--- src/rtl/pipe_skid_reg.sv ---
// Pipeline-stage register with a DEPTH-entry circular skid buffer, valid/ready on
// both sides, single-cycle flush and saturating stall/bubble counters.
module pipe_skid_reg #(
  parameter int DATA_W = 32,
  parameter int DEPTH  = 2,
  parameter int CNT_W  = 16
) (
  input  logic                         CLK,
  input  logic                         nRST,
  input  logic                         in_valid,
  output logic                         in_ready,
  input  logic [DATA_W-1:0]            in_data,
  input  logic                         flush,
  output logic                         out_valid,
  input  logic                         out_ready,
  output logic [DATA_W-1:0]            out_data,
  output logic [$clog2(DEPTH+1)-1:0]   occupancy,
  output logic [CNT_W-1:0]             stall_cnt,
  output logic [CNT_W-1:0]             bubble_cnt,
  input  logic                         clr_cnt
);

  localparam int PTR_W = (DEPTH > 1) ? $clog2(DEPTH) : 1;
  localparam int OCC_W = $clog2(DEPTH + 1);
  localparam logic [CNT_W-1:0] CNT_MAX = '1;
  localparam logic [PTR_W-1:0] PTR_LAST = PTR_W'(DEPTH - 1);
  localparam logic [OCC_W-1:0] OCC_FULL = OCC_W'(DEPTH);

  logic [DATA_W-1:0] r_mem [DEPTH];
  logic [PTR_W-1:0]  r_rd_ptr;
  logic [PTR_W-1:0]  r_wr_ptr;
  logic [OCC_W-1:0]  r_count;
  logic [CNT_W-1:0]  r_stall_cnt;
  logic [CNT_W-1:0]  r_bubble_cnt;

  logic w_full;
  logic w_valid;
  logic w_push;
  logic w_pop;

  // Explicit wrap compare so non-power-of-2 depths never index past the last entry.
  function automatic logic [PTR_W-1:0] next_ptr(input logic [PTR_W-1:0] p);
    if (p == PTR_LAST) return '0;
    return p + PTR_W'(1);
  endfunction

  function automatic logic [CNT_W-1:0] sat_step(input logic [CNT_W-1:0] c,
                                                input logic clr,
                                                input logic cond);
    if (clr) return '0;
    if (cond && (c != CNT_MAX)) return c + CNT_W'(1);
    return c;
  endfunction

  assign w_full    = (r_count == OCC_FULL);
  assign w_valid   = (r_count != '0);
  assign w_push    = in_valid && !w_full && !flush;
  assign w_pop     = w_valid && out_ready && !flush;

  assign in_ready   = !w_full;
  assign out_valid  = w_valid;
  assign out_data   = w_valid ? r_mem[r_rd_ptr] : '0;
  assign occupancy  = r_count;
  assign stall_cnt  = r_stall_cnt;
  assign bubble_cnt = r_bubble_cnt;

  always_ff @(posedge CLK) begin
    if (w_push) r_mem[r_wr_ptr] <= in_data;
  end

  always_ff @(posedge CLK or negedge nRST) begin
    if (!nRST) begin
      r_rd_ptr     <= '0;
      r_wr_ptr     <= '0;
      r_count      <= '0;
      r_stall_cnt  <= '0;
      r_bubble_cnt <= '0;
    end else begin
      // Counters see the pre-flush handshake and survive a flush.
      r_stall_cnt  <= sat_step(r_stall_cnt, clr_cnt, w_valid && !out_ready);
      r_bubble_cnt <= sat_step(r_bubble_cnt, clr_cnt, out_ready && !w_valid);
      if (flush) begin
        r_rd_ptr <= '0;
        r_wr_ptr <= '0;
        r_count  <= '0;
      end else begin
        if (w_push) r_wr_ptr <= next_ptr(r_wr_ptr);
        if (w_pop)  r_rd_ptr <= next_ptr(r_rd_ptr);
        case ({w_push, w_pop})
          2'b10:   r_count <= r_count + OCC_W'(1);
          2'b01:   r_count <= r_count - OCC_W'(1);
          default: r_count <= r_count;
        endcase
      end
    end
  end

endmodule

--- config.mk ---
export PLATFORM = sky130hd
export DESIGN_NAME = pipe_skid_reg
export DESIGN_NICKNAME = d
export VERILOG_FILES = /design/src/rtl/pipe_skid_reg.sv
export SDC_FILE = /design/constraint.sdc
export NUM_CORES = 1
export LEC_CHECK = 0
export CELL_PAD_IN_SITES_DETAIL_PLACEMENT = 1
export CELL_PAD_IN_SITES_GLOBAL_PLACEMENT = 1
export CORE_UTILIZATION = 42
export DETAILED_ROUTE_END_ITERATION = 10
export PLACE_DENSITY_LB_ADDON = 0.1
export SLEW_MARGIN = 20
export SYNTH_ARGS = -nofsm -noshare
export SYNTH_HDL_FRONTEND = slang
export SYNTH_SLANG_ARGS = --single-unit
--- constraint.sdc ---
create_clock -name CLK -period 10.76 [get_ports CLK]
set_input_delay 2.69 -clock CLK [delete_from_list [all_inputs] [get_ports CLK]]
set_output_delay 2.69 -clock CLK [all_outputs]
set_load 0.005 [all_outputs]
==> metrics.cfg <==
[detailed_routing]
routed_wl_um=10400
drt-initial-drc-count=122
routedWlPerCell_um=17.2
drt-vias-per-instance=5.51
ant_nets=0
via_count=3342
drc=0
firstDrtPassIters=4

[global_routing]
grt_max_degree=37
grt_pass1_wl_um=17100
track_usage_pct=19.7
antenna_found_initial=0
overflow=0
grt_pass1_vias=3429

[synth]
ys_types=40
netlist.area_leader.share_pct=43.3
synth_seq_area_share_pct=63.6
ys_ff_latch=100
yosysMostFrequentCell=edfxtp_1
synthArstFlopShare_pct=36.0
synth-compound-area-share_pct=8.14
syn-num-nets=402
synth_edf_count=64
yosys-mux-area-fraction_pct=8.42
synthSimpleGateAreaFrac_pct=16.5
synth_top_cell_by_area=edfxtp_1
synthTopCellsByCount=edfxtp_1, nor2_1, dfrtp_1
syn_avg_cell_area_um2=12.3
netlist_instances=362
synth-main-ff-cell=edfxtp_1
synthTopCellsByArea=edfxtp_1, dfrtp_1, mux2i_1, nor2_1, a21oi_1
synth.cell_area_um2=4440
synth_xor_area_share_pct=0.394
synth-adder-area-share_pct=0.564
synth_top_family_by_area=simple AND/OR/NAND/NOR gates
yosysWarnings=0

[sta]
setup_violations=0
max-slew-margin-rel_pct=34.9
finalMaxSlewViolations=0
post-route-period-util_pct=45.9
fin_crit_ps=4940
fmax_ghz=0.202
hold_viol=0
setup_tns_ps=0
clock_skew_ps=13.0
worst_pin_slew_ps=976
rsz0062_at_grt=false
finalWorstSetupSlack_ps=5820

[setup_path]
cp.required_ps=8070
cp.arrival_ps=2250
critPathLaunchType=register
path_max_fanout=33
r2r_setup_slack_ps=8250
reg2regPathDepth=4
cp-end-kind=primary output
crit_type=reg -> out

[min_path]
min_path_cells=1
hold_path.class=reg -> reg

[clock_tree]
cts_sinks=100
cts-root-buf=clkbuf_8
hold_buffers=0
path_clk_slew_ps=100
cts_tree=built
clk_latency_ps=360
cts_made_buffers=9
clock_path_buffers=2
postCtsResizedCells=0
post-cts-setup-buffers=0
cts_max_level=3

[power_and_ir_drop]
internal_power_mw=0.560
comb_power_share_pct=11.2
p_leak_nw=1.98
switching_share_pct=25.1
seqPwrFrac_pct=58.1
peakVddDrop_mv=0.0752
total_power_mw=0.748
power_density_nw_per_um2=128
p_switching_mw=0.188
clockPowerShare_pct=30.8

[die]
die_h_um=105
dieArea_um2=11000
ioPinCount=106
core_area_um2=10300
dieWidth_um=105
initial_core_util_pct=43.2
num_rows=37

[run_status]
status=finished, final reports clean

[placement]
dp_slack_ps=5470
dp.cells=591
gp_congestion=0.817
post-dp-hpwl_um=6940
port_buffers=105

[cells_and_area]
instances_no_fill=607
nets=506
diodes=0
fill_cells=1068
drive_gt1_share_pct=7.22
fin_util_pct=56.9
syn_to_final_growth_pct=31.7

[flow_run]
maxCapViolations=0

-- routing by layer --
layer  part of all wire (%)  up-vias  global-route usage (%)
li1                       -     1586                       -
met1                     45     1683                    24.5
met2                     51       64                    35.5
met3                    3.3        9                    2.99
met4                    1.0        0                    5.63
met5                      0        -                       0
-- power by group through the flow --
stage	Combinational (mW)	Clock [mW]	Sequential, mW
2_1_floorplan	0.0395	0	0.435
4_1_cts	0.0851	0.237	0.434
6_report	0.0835	0.230	0.434
5_1_grt	0.0914	0.252	0.436
3_3_place_gp	0.0824	0	0.442
3_5_place_dp	0.0848	0	0.443
-- critical path, cell delays in order, from the launching register on --
cell and delay [ps]:
dfrtp_2 1020, mux2i_1 210, nor2_1 130, clkdlybuf4s50_1 530
-- state kept, by name, summed over array words and instances, names as in the netlist --
name / flops
r_mem: 64
bubble_cnt: 16
r_rd_ptr: 1
r_wr_ptr: 1
stall_cnt: 16
occupancy: 2
-- cell type report --
type,count,area [um^2],share of cell area [%]
sequential,100,2820,48.3
tap,136,170,2.91
timing repair buffer,111,1100,18.7
multi-input combinational,238,1540,26.4
clock inverter,7,68.8,1.18
inverter,6,22.5,0.385
clock buffer,9,124,2.12
-- cells in the final DEF, fill, tap and decap left out, types with 2 or more instances in the layout --
| cell type | synthesis | layout |
|---|---|---|
| mux2_2 | 3 | 3 |
| or3_1 | 7 | 7 |
| nor3_1 | 16 | 15 |
| o21a_1 | 3 | 3 |
| nor2b_1 | 3 | 3 |
| nand4_1 | 8 | 8 |
| nor2_1 | 45 | 44 |
| edfxtp_1 | 64 | 64 |
| clkdlybuf4s50_1 | 0 | 105 |
| a31oi_1 | 2 | 2 |
| inv_8 | 0 | 2 |
| a41oi_1 | 2 | 2 |
| and3_1 | 3 | 3 |
| buf_4 | 1 | 6 |
| nand3_1 | 10 | 10 |
| ha_1 | 2 | 2 |
| inv_1 | 6 | 6 |
| nor3b_1 | 5 | 4 |
| clkbuf_8 | 0 | 9 |
| mux2i_1 | 34 | 34 |
| nand2_1 | 15 | 15 |
| dfrtp_1 | 36 | 35 |
| o21ai_0 | 7 | 7 |
| o31ai_1 | 11 | 11 |
| or2_2 | 3 | 3 |
| o311a_1 | 2 | 2 |
| xor2_1 | 2 | 2 |
| nand2b_1 | 2 | 2 |
| nor4_1 | 6 | 5 |
| and4_1 | 2 | 2 |
| o41ai_1 | 3 | 3 |
| or4_1 | 13 | 13 |
| a21oi_1 | 21 | 21 |
-- logic make-up (layout without fill, tap and decap cells) --
kind of cell	Yosys count	in the layout
simple gates	141	141
flops	100	100
compound gates	56	56
mux	37	37
buf+inv	24	133
fa+ha+maj	2	2
xor+xnor	2	2
-- through the flow --
| step | area [um^2] | hold slack, ps |
|---|---|---|
| floorplan | 4440 | 516 |
| global placement | 5640 | 552 |
| detailed placement | 5640 | 554 |
| CTS | 5840 | 573 |
| global route | 5850 | 614 |
| finish | 5850 | 577 |
-- path summary, 6_finish.rpt --
path	startpoint	endpoint
worst max-delay path	r_rd_ptr	out_data[0]
worst max register to register	occupancy[1]	bubble_cnt[11]
worst min-delay path	bubble_cnt[14]	bubble_cnt[14]
min in group asynchronous	nRST	bubble_cnt[8]
worst min register to register	bubble_cnt[14]	bubble_cnt[14]
max in group asynchronous	nRST	r_rd_ptr
(Power assumes the default switching activity.)
